--- src/rtl/rst_sequencer.sv ---
// Reset release sequencer: holds all domain resets, waits for a stable lock,
// then releases one reset per gap interval in index order.
module rst_sequencer #(
    parameter int STAGES      = 3,
    parameter int HOLD_CYCLES = 16,
    parameter int LOCK_CYCLES = 8,
    parameter int GAP_CYCLES  = 4
) (
    input  logic              CLK_I,
    input  logic              RST_I,
    input  logic              LOCK_I,
    output logic [STAGES-1:0] RST_O,
    output logic              DONE_O
);

    // state     | meaning
    // ASSERT    | all resets held, counting the minimum hold time
    // WAIT_LOCK | all resets held, counting consecutive lock-high cycles
    // RELEASE   | releasing one reset bit per gap interval
    // DONE      | all resets released
    localparam logic [1:0] ST_ASSERT    = 2'd0;
    localparam logic [1:0] ST_WAIT_LOCK = 2'd1;
    localparam logic [1:0] ST_RELEASE   = 2'd2;
    localparam logic [1:0] ST_DONE      = 2'd3;

    localparam int MAX_HL = (HOLD_CYCLES > LOCK_CYCLES) ? HOLD_CYCLES : LOCK_CYCLES;
    localparam int MAX_C  = (MAX_HL > GAP_CYCLES) ? MAX_HL : GAP_CYCLES;
    localparam int CNT_W  = $clog2(MAX_C) + 1;
    localparam int IDX_W  = $clog2(STAGES) + 1;

    localparam logic [CNT_W-1:0] HOLD_LAST = CNT_W'(HOLD_CYCLES - 1);
    localparam logic [CNT_W-1:0] LOCK_LAST = CNT_W'(LOCK_CYCLES - 1);
    localparam logic [CNT_W-1:0] GAP_LAST  = CNT_W'(GAP_CYCLES - 1);
    localparam logic [IDX_W-1:0] IDX_LAST  = IDX_W'(STAGES - 1);

    logic [1:0]        r_state;
    logic [CNT_W-1:0]  r_cnt;
    logic [IDX_W-1:0]  r_idx;
    logic [STAGES-1:0] r_rst;
    logic              r_done;
    logic [STAGES-1:0] w_clear_mask;

    always_comb begin
        w_clear_mask = '0;
        for (int i = 0; i < STAGES; i++) begin
            if (r_idx == IDX_W'(i)) begin
                w_clear_mask[i] = 1'b1;
            end
        end
    end

    always_ff @(posedge CLK_I) begin
        if (RST_I) begin
            r_state <= ST_ASSERT;
            r_cnt   <= '0;
            r_idx   <= '0;
            r_rst   <= '1;
            r_done  <= 1'b0;
        end else begin
            case (r_state)
                ST_ASSERT: begin
                    r_rst  <= '1;
                    r_done <= 1'b0;
                    if (r_cnt == HOLD_LAST) begin
                        r_state <= ST_WAIT_LOCK;
                        r_cnt   <= '0;
                    end else begin
                        r_cnt <= r_cnt + 1'b1;
                    end
                end
                ST_WAIT_LOCK: begin
                    if (!LOCK_I) begin
                        r_cnt <= '0;
                    end else if (r_cnt == LOCK_LAST) begin
                        r_state <= ST_RELEASE;
                        r_cnt   <= '0;
                        r_idx   <= '0;
                    end else begin
                        r_cnt <= r_cnt + 1'b1;
                    end
                end
                ST_RELEASE: begin
                    // Lock loss beats a release landing on the same edge.
                    if (!LOCK_I) begin
                        r_state <= ST_ASSERT;
                        r_cnt   <= '0;
                        r_idx   <= '0;
                        r_rst   <= '1;
                        r_done  <= 1'b0;
                    end else if (r_cnt == GAP_LAST) begin
                        r_rst <= r_rst & ~w_clear_mask;
                        r_cnt <= '0;
                        r_idx <= r_idx + 1'b1;
                        if (r_idx == IDX_LAST) begin
                            r_state <= ST_DONE;
                            r_done  <= 1'b1;
                        end
                    end else begin
                        r_cnt <= r_cnt + 1'b1;
                    end
                end
                ST_DONE: begin
                    if (!LOCK_I) begin
                        r_state <= ST_ASSERT;
                        r_cnt   <= '0;
                        r_idx   <= '0;
                        r_rst   <= '1;
                        r_done  <= 1'b0;
                    end else begin
                        r_cnt  <= '0;
                        r_rst  <= '0;
                        r_done <= 1'b1;
                    end
                end
                default: begin
                    r_state <= ST_ASSERT;
                    r_cnt   <= '0;
                    r_idx   <= '0;
                    r_rst   <= '1;
                    r_done  <= 1'b0;
                end
            endcase
        end
    end

    assign RST_O  = r_rst;
    assign DONE_O = r_done;

endmodule

--- config.mk ---
export PLATFORM = sky130hd
export DESIGN_NAME = rst_sequencer
export DESIGN_NICKNAME = d
export VERILOG_FILES = /design/src/rtl/rst_sequencer.sv
export SDC_FILE = /design/constraint.sdc
export NUM_CORES = 1
export LEC_CHECK = 0
export CORE_MARGIN = 10
export CORE_UTILIZATION = 45
export CTS_CLUSTER_SIZE = 14
export DETAILED_ROUTE_END_ITERATION = 8
export PLACE_DENSITY = 0.75
export SLEW_MARGIN = 5
export SYNTH_ARGS = -nofsm -noshare
export SYNTH_HDL_FRONTEND = slang
export SYNTH_SLANG_ARGS = --single-unit
--- constraint.sdc ---
create_clock -name CLK_I -period 2 [get_ports CLK_I]
set_input_delay 0.3 -clock CLK_I [delete_from_list [all_inputs] [get_ports CLK_I]]
set_output_delay 0.3 -clock CLK_I [all_outputs]
set_load 0.02 [all_outputs]
Yosys cells after proc, flatten, opt, wreduce, memory -nomap -nowiden
Index checks and enable logic that the tools add are counted.
W data, S select, Z words.

storage, ports and cells
  output and inout bits = 4
  bits of input ports = 3
  flip-flop bits (word level) = 14
  logic and storage cells = 63

operators by class
  bitwise operators = 2
  equal/unequal tests = 14
  reduce and logical (&&, ||, !) cells = 8
  add/subtract/negate cells = 2
  mux-type cells = 32

operators by type and width
  operator               number
  $mux W5                5
  $mux W3                8
  $pmux W5 S4            1
  $pmux W3 S3            2
  $mux W2                7
  $ne A2 B2 Y1 const B   4
  $pmux W2 S4            1
  $mux W1                7
  $ne A3 B3 Y1 const B   2
  $reduce_and A6 Y1      1
  $reduce_bool A3 Y1     2
  $add A5 B1 Y5 const B  1
  $eq A5 B2 Y1 const B   1
  $eq A5 B3 Y1 const B   1
  $eq A5 B4 Y1 const B   1
  $reduce_and A5 Y1      1
  $eq A2 B2 Y1 const B   2
  $add A3 B1 Y3 const B  1
  $and A3 B3 Y3          1
  $eq A3 B1 Y1 const B   1
  $eq A3 B2 Y1 const B   1
  $logic_not A3 Y1       1
  $not A3 Y3             1
  $pmux W1 S3            1
  other kinds (4)        4

Logic depth before layout (Yosys ltp)
  depth in word-level cells = 7
  mapped depth = 7
  mapped depth without buffers = 7

Worst setup path after synthesis
Ideal clock, no wire load.

  path type = register to register
  from = register r_cnt[0]
  to = register r_rst[2], in the netlist RST_O[2]
  setup slack = 0.347 ns
  buffers on the path = 0
  clock period less this slack = 1.653 ns
  setup time = 0.114 ns
  data arrival time = 1.539 ns
  cell stages (with the launch flop) = 6
  data required time = 1.886 ns
  path through = dfxtp_1 ha_1 or4b_4 a311oi_1 a21oi_1 a21o_1

between the ends
  word-level cells in the longest chain between the ends = 3

ends and longest elaborated chain
  item                                RTL line  source
  from (decl)                         37        logic [CNT_W-1:0] r_cnt;
  from (signal assigned)              68        r_cnt <= r_cnt + 1'b1;
  from (signal assigned)              79        r_cnt <= r_cnt + 1'b1;
  from (signal assigned)              99        r_cnt <= r_cnt + 1'b1;
  $eq A5 B2 Y1                        90        end else if (r_cnt == GAP_LAST) begin
  $ne A3 B3 Y1 (no source line)       --
  $reduce_and A2 Y1 (no source line)  --
  to (signal assigned)                91        r_rst <= r_rst & ~w_clear_mask;
  to (decl)                           39        logic [STAGES-1:0] r_rst;

Every way passes these cells.
A chain may end at the register's enable or synchronous reset.

Worst setup path after layout
Ends and elaborated chain as after synthesis.

==> results.json <==
{
  "synthCells": 93,
  "rsz0062_at_grt": "false",
  "ys_dominant_reg_cell": "dfxtp_1",
  "routed-wl-met3_um": 74,
  "dp_hpwl_mm": 1.19,
  "dp_cells": 114,
  "max-cap-violations": 0,
  "maxSlewHeadroom_pct": 69.9,
  "finalHoldViolCount": 0,
  "fin_cells": 118,
  "cp_slowest_cell": "or4b_4",
  "cts_hold_buffers": 0,
  "first_iter_violations": 9,
  "antenna_found_initial": 0,
  "syn_area_sq_um": 786,
  "die_w_um": 61.8,
  "clkTransAtPathRegs_ps": 80,
  "synth-seq-cells": 14,
  "clock-sinks": 14,
  "hp-class": "reg -> reg",
  "place_congestion": 0.845,
  "drtAntennaViolNets": 0,
  "ir_worst_vdd_mv": 0.268,
  "clk_root_buffer_cell": "clkbuf_4",
  "post_drt_wl_per_cell_um": 13.0,
  "worst-path-max-fanout": 5,
  "end_kind": "flop",
  "cts_resized": 0,
  "synth_top_area_share_pct": 35.7,
  "syn2layout_area_growth_pct": 14.6,
  "final_nets": 112,
  "grt_max_degree": 16,
  "die-height_um": 61.8,
  "grt_overflow_total": 0,
  "grt_usage_pct": 9.42,
  "skew_ps": 2.73,
  "critPathLaunchType": "flop",
  "yosysWarnings": 0,
  "worstPathArrival_ps": 1950,
  "crit_family": "compound AO/OA/AOI/OAI gates",
  "fin_area_sq_um": 901,
  "drc_errors": 0,
  "wirelength_mm": 1.54,
  "placed_cell_area_sq_um": 865,
  "power_density_nw_per_um2": 587,
  "vias_per_cell": 5.66,
  "diodes": 0,
  "crit_chain": "ha_1, or4b_4, a311oi_1, a21oi_1, a21o_1",
  "fin_crit_ps": 1760,
  "core_sq_um": 1690,
  "first_global_vias": 686,
  "setup_viol": 0,
  "portBuffers": 6,
  "status": "completed",
  "ys_types": 35,
  "fin_setup_tns_ps": 0,
  "async_reset_ff_share_pct": 0,
  "h-tree-depth": 1,
  "slowest_delay_ps": 520,
  "finalMaxSlewViolations": 0,
  "cts.path.max_buffers": 2,
  "ioPinCount": 7,
  "first_pass_iters": 4,
  "yosysTopAreaCell": "dfxtp_1",
  "wl_met1_um": 648,
  "ys_seq_area_share_pct": 35.7,
  "numCtsBuffers": 3,
  "p_leak_nw": 0.346,
  "post_cts_buffers": 0,
  "synth_area_leaders": "dfxtp_1 (36%), ha_1 (11%), a21oi_1 (5.1%)",
  "cts_tree": "done",
  "num_rows": 15,
  "die_area_sq_um": 3820,
  "tightestPinTransition_ps": 451,
  "routed.top_layer": "met4",
  "vias": 668,
  "cp.buffers_inverters": 0,
  "worstSkewPairLatency_ps": 290,
  "required_ps": 2190,
  "critPathKind": "reg -> reg",
  "drive_above_1_share_pct": 8.91,
  "grt_pass1_wl_mm": 2.72,
  "fin_crit_sh_pct": 87.9,
  "synth-edff-count": 0,
  "wl_met2_um": 766,
  "clock.fmax_mhz": 569,
  "start_util_pct": 46.5,
  "syn-num-nets": 103,
  "synth.avg_cell_area_sq_um": 8.45
}
==> kinds of logic after synthesis <==
group	after synthesis	synth area share [%]
compound gates	23	18.8
xor+xnor	2	2.23
fa+ha+maj	7	11.1
buf+inv	13	6.53
flops	14	35.7
simple gates	34	25.6
==> power breakdown <==
| group | internal [mW] | switching, mW | total (mW) |
|---|---|---|---|
| clock network | 0.111 | 0.0979 | 0.209 |
| registers | 0.284 | 0.00459 | 0.289 |
| logic | 0.0169 | 0.0145 | 0.0314 |
| total | 0.412 | 0.117 | 0.529 |
==> cell type report <==
cell class | instances | area (sq um)
fill | 149 | 788
multi-input combinational | 66 | 454
sequential | 14 | 280
timing repair buffer | 8 | 75.1
clock buffer | 4 | 36.3
inverter | 9 | 33.8
tap | 17 | 21.3
==> metal layers <==
| layer | up-vias | track usage (%) |
|---|---|---|
| met4 | 0 | 5.73 |
| li1 | 343 | - |
| met5 | - | 0 |
| met2 | 12 | 17.6 |
| met1 | 308 | 9.21 |
| met3 | 5 | 2.03 |
==> state kept, by name (all words and copies together), names as in the netlist <==
name / count
DONE_O: 1
RST_O: 3
r_cnt: 5
r_idx: 3
r_state: 2
==> Yosys cell counts (2+ instances only) <==
cell type / n
a21o_1: 3
a21oi_1: 8
buf_2: 2
clkbuf_1: 2
dfxtp_1: 14
ha_1: 7
inv_1: 9
nand2_1: 6
nand2b_1: 2
nand3_1: 3
nor2_1: 7
nor2b_1: 3
nor3_1: 3
o21ai_0: 3
==> worst paths after layout <==
path	slack [ps]	cells past startpoint	start	endpoint
worst min-delay path	440	2	DONE_O$_SDFFE_PP0P_	DONE_O$_SDFFE_PP0P_
worst max register to register	240	5	r_cnt[0]$_SDFF_PP0_	RST_O[2]$_SDFFE_PP1P_
worst max-delay path	240	5	r_cnt[0]$_SDFF_PP0_	RST_O[2]$_SDFFE_PP1P_
worst min register to register	440	2	DONE_O$_SDFFE_PP0P_	DONE_O$_SDFFE_PP0P_
==> placed cells by master, fill, tap and decap left out, drive strengths merged, types with 2 or more instances in the layout <==
| master | synthesis | routed |
|---|---|---|
| nor2 | 7 | 7 |
| buf | 2 | 2 |
| a21o | 3 | 3 |
| ha | 7 | 7 |
| nor3 | 3 | 3 |
| inv | 9 | 9 |
| o21ai | 3 | 3 |
| nand2b | 2 | 2 |
| a21oi | 8 | 8 |
| dfxtp | 14 | 14 |
| nand3 | 3 | 3 |
| clkbuf | 2 | 4 |
| clkdlybuf4s50 | 0 | 6 |
| nand2 | 6 | 6 |
| nor2b | 3 | 3 |
==> through the flow <==
step | utilization (%) | worst slack (ps) | power, mW | hold WS (ps)
after detailed placement | 51.2 | 247 | 0.327 | 436
after global placement | 51.2 | 252 | 0.326 | 435
final | 53.3 | 241 | 0.529 | 445
after floorplan | - | 347 | 0.316 | 433
after CTS | 53.3 | 234 | 0.531 | 449
after global routing | 53.3 | 143 | 0.556 | 486
==> worst reg2reg max path: stages (launching register included) <==
cell and delay, ps:
dfxtp_1 360, ha_1 240, or4b_4 520, a311oi_1 280, a21oi_1 80, a21o_1 190
Power figures use the tool's default switching activity.
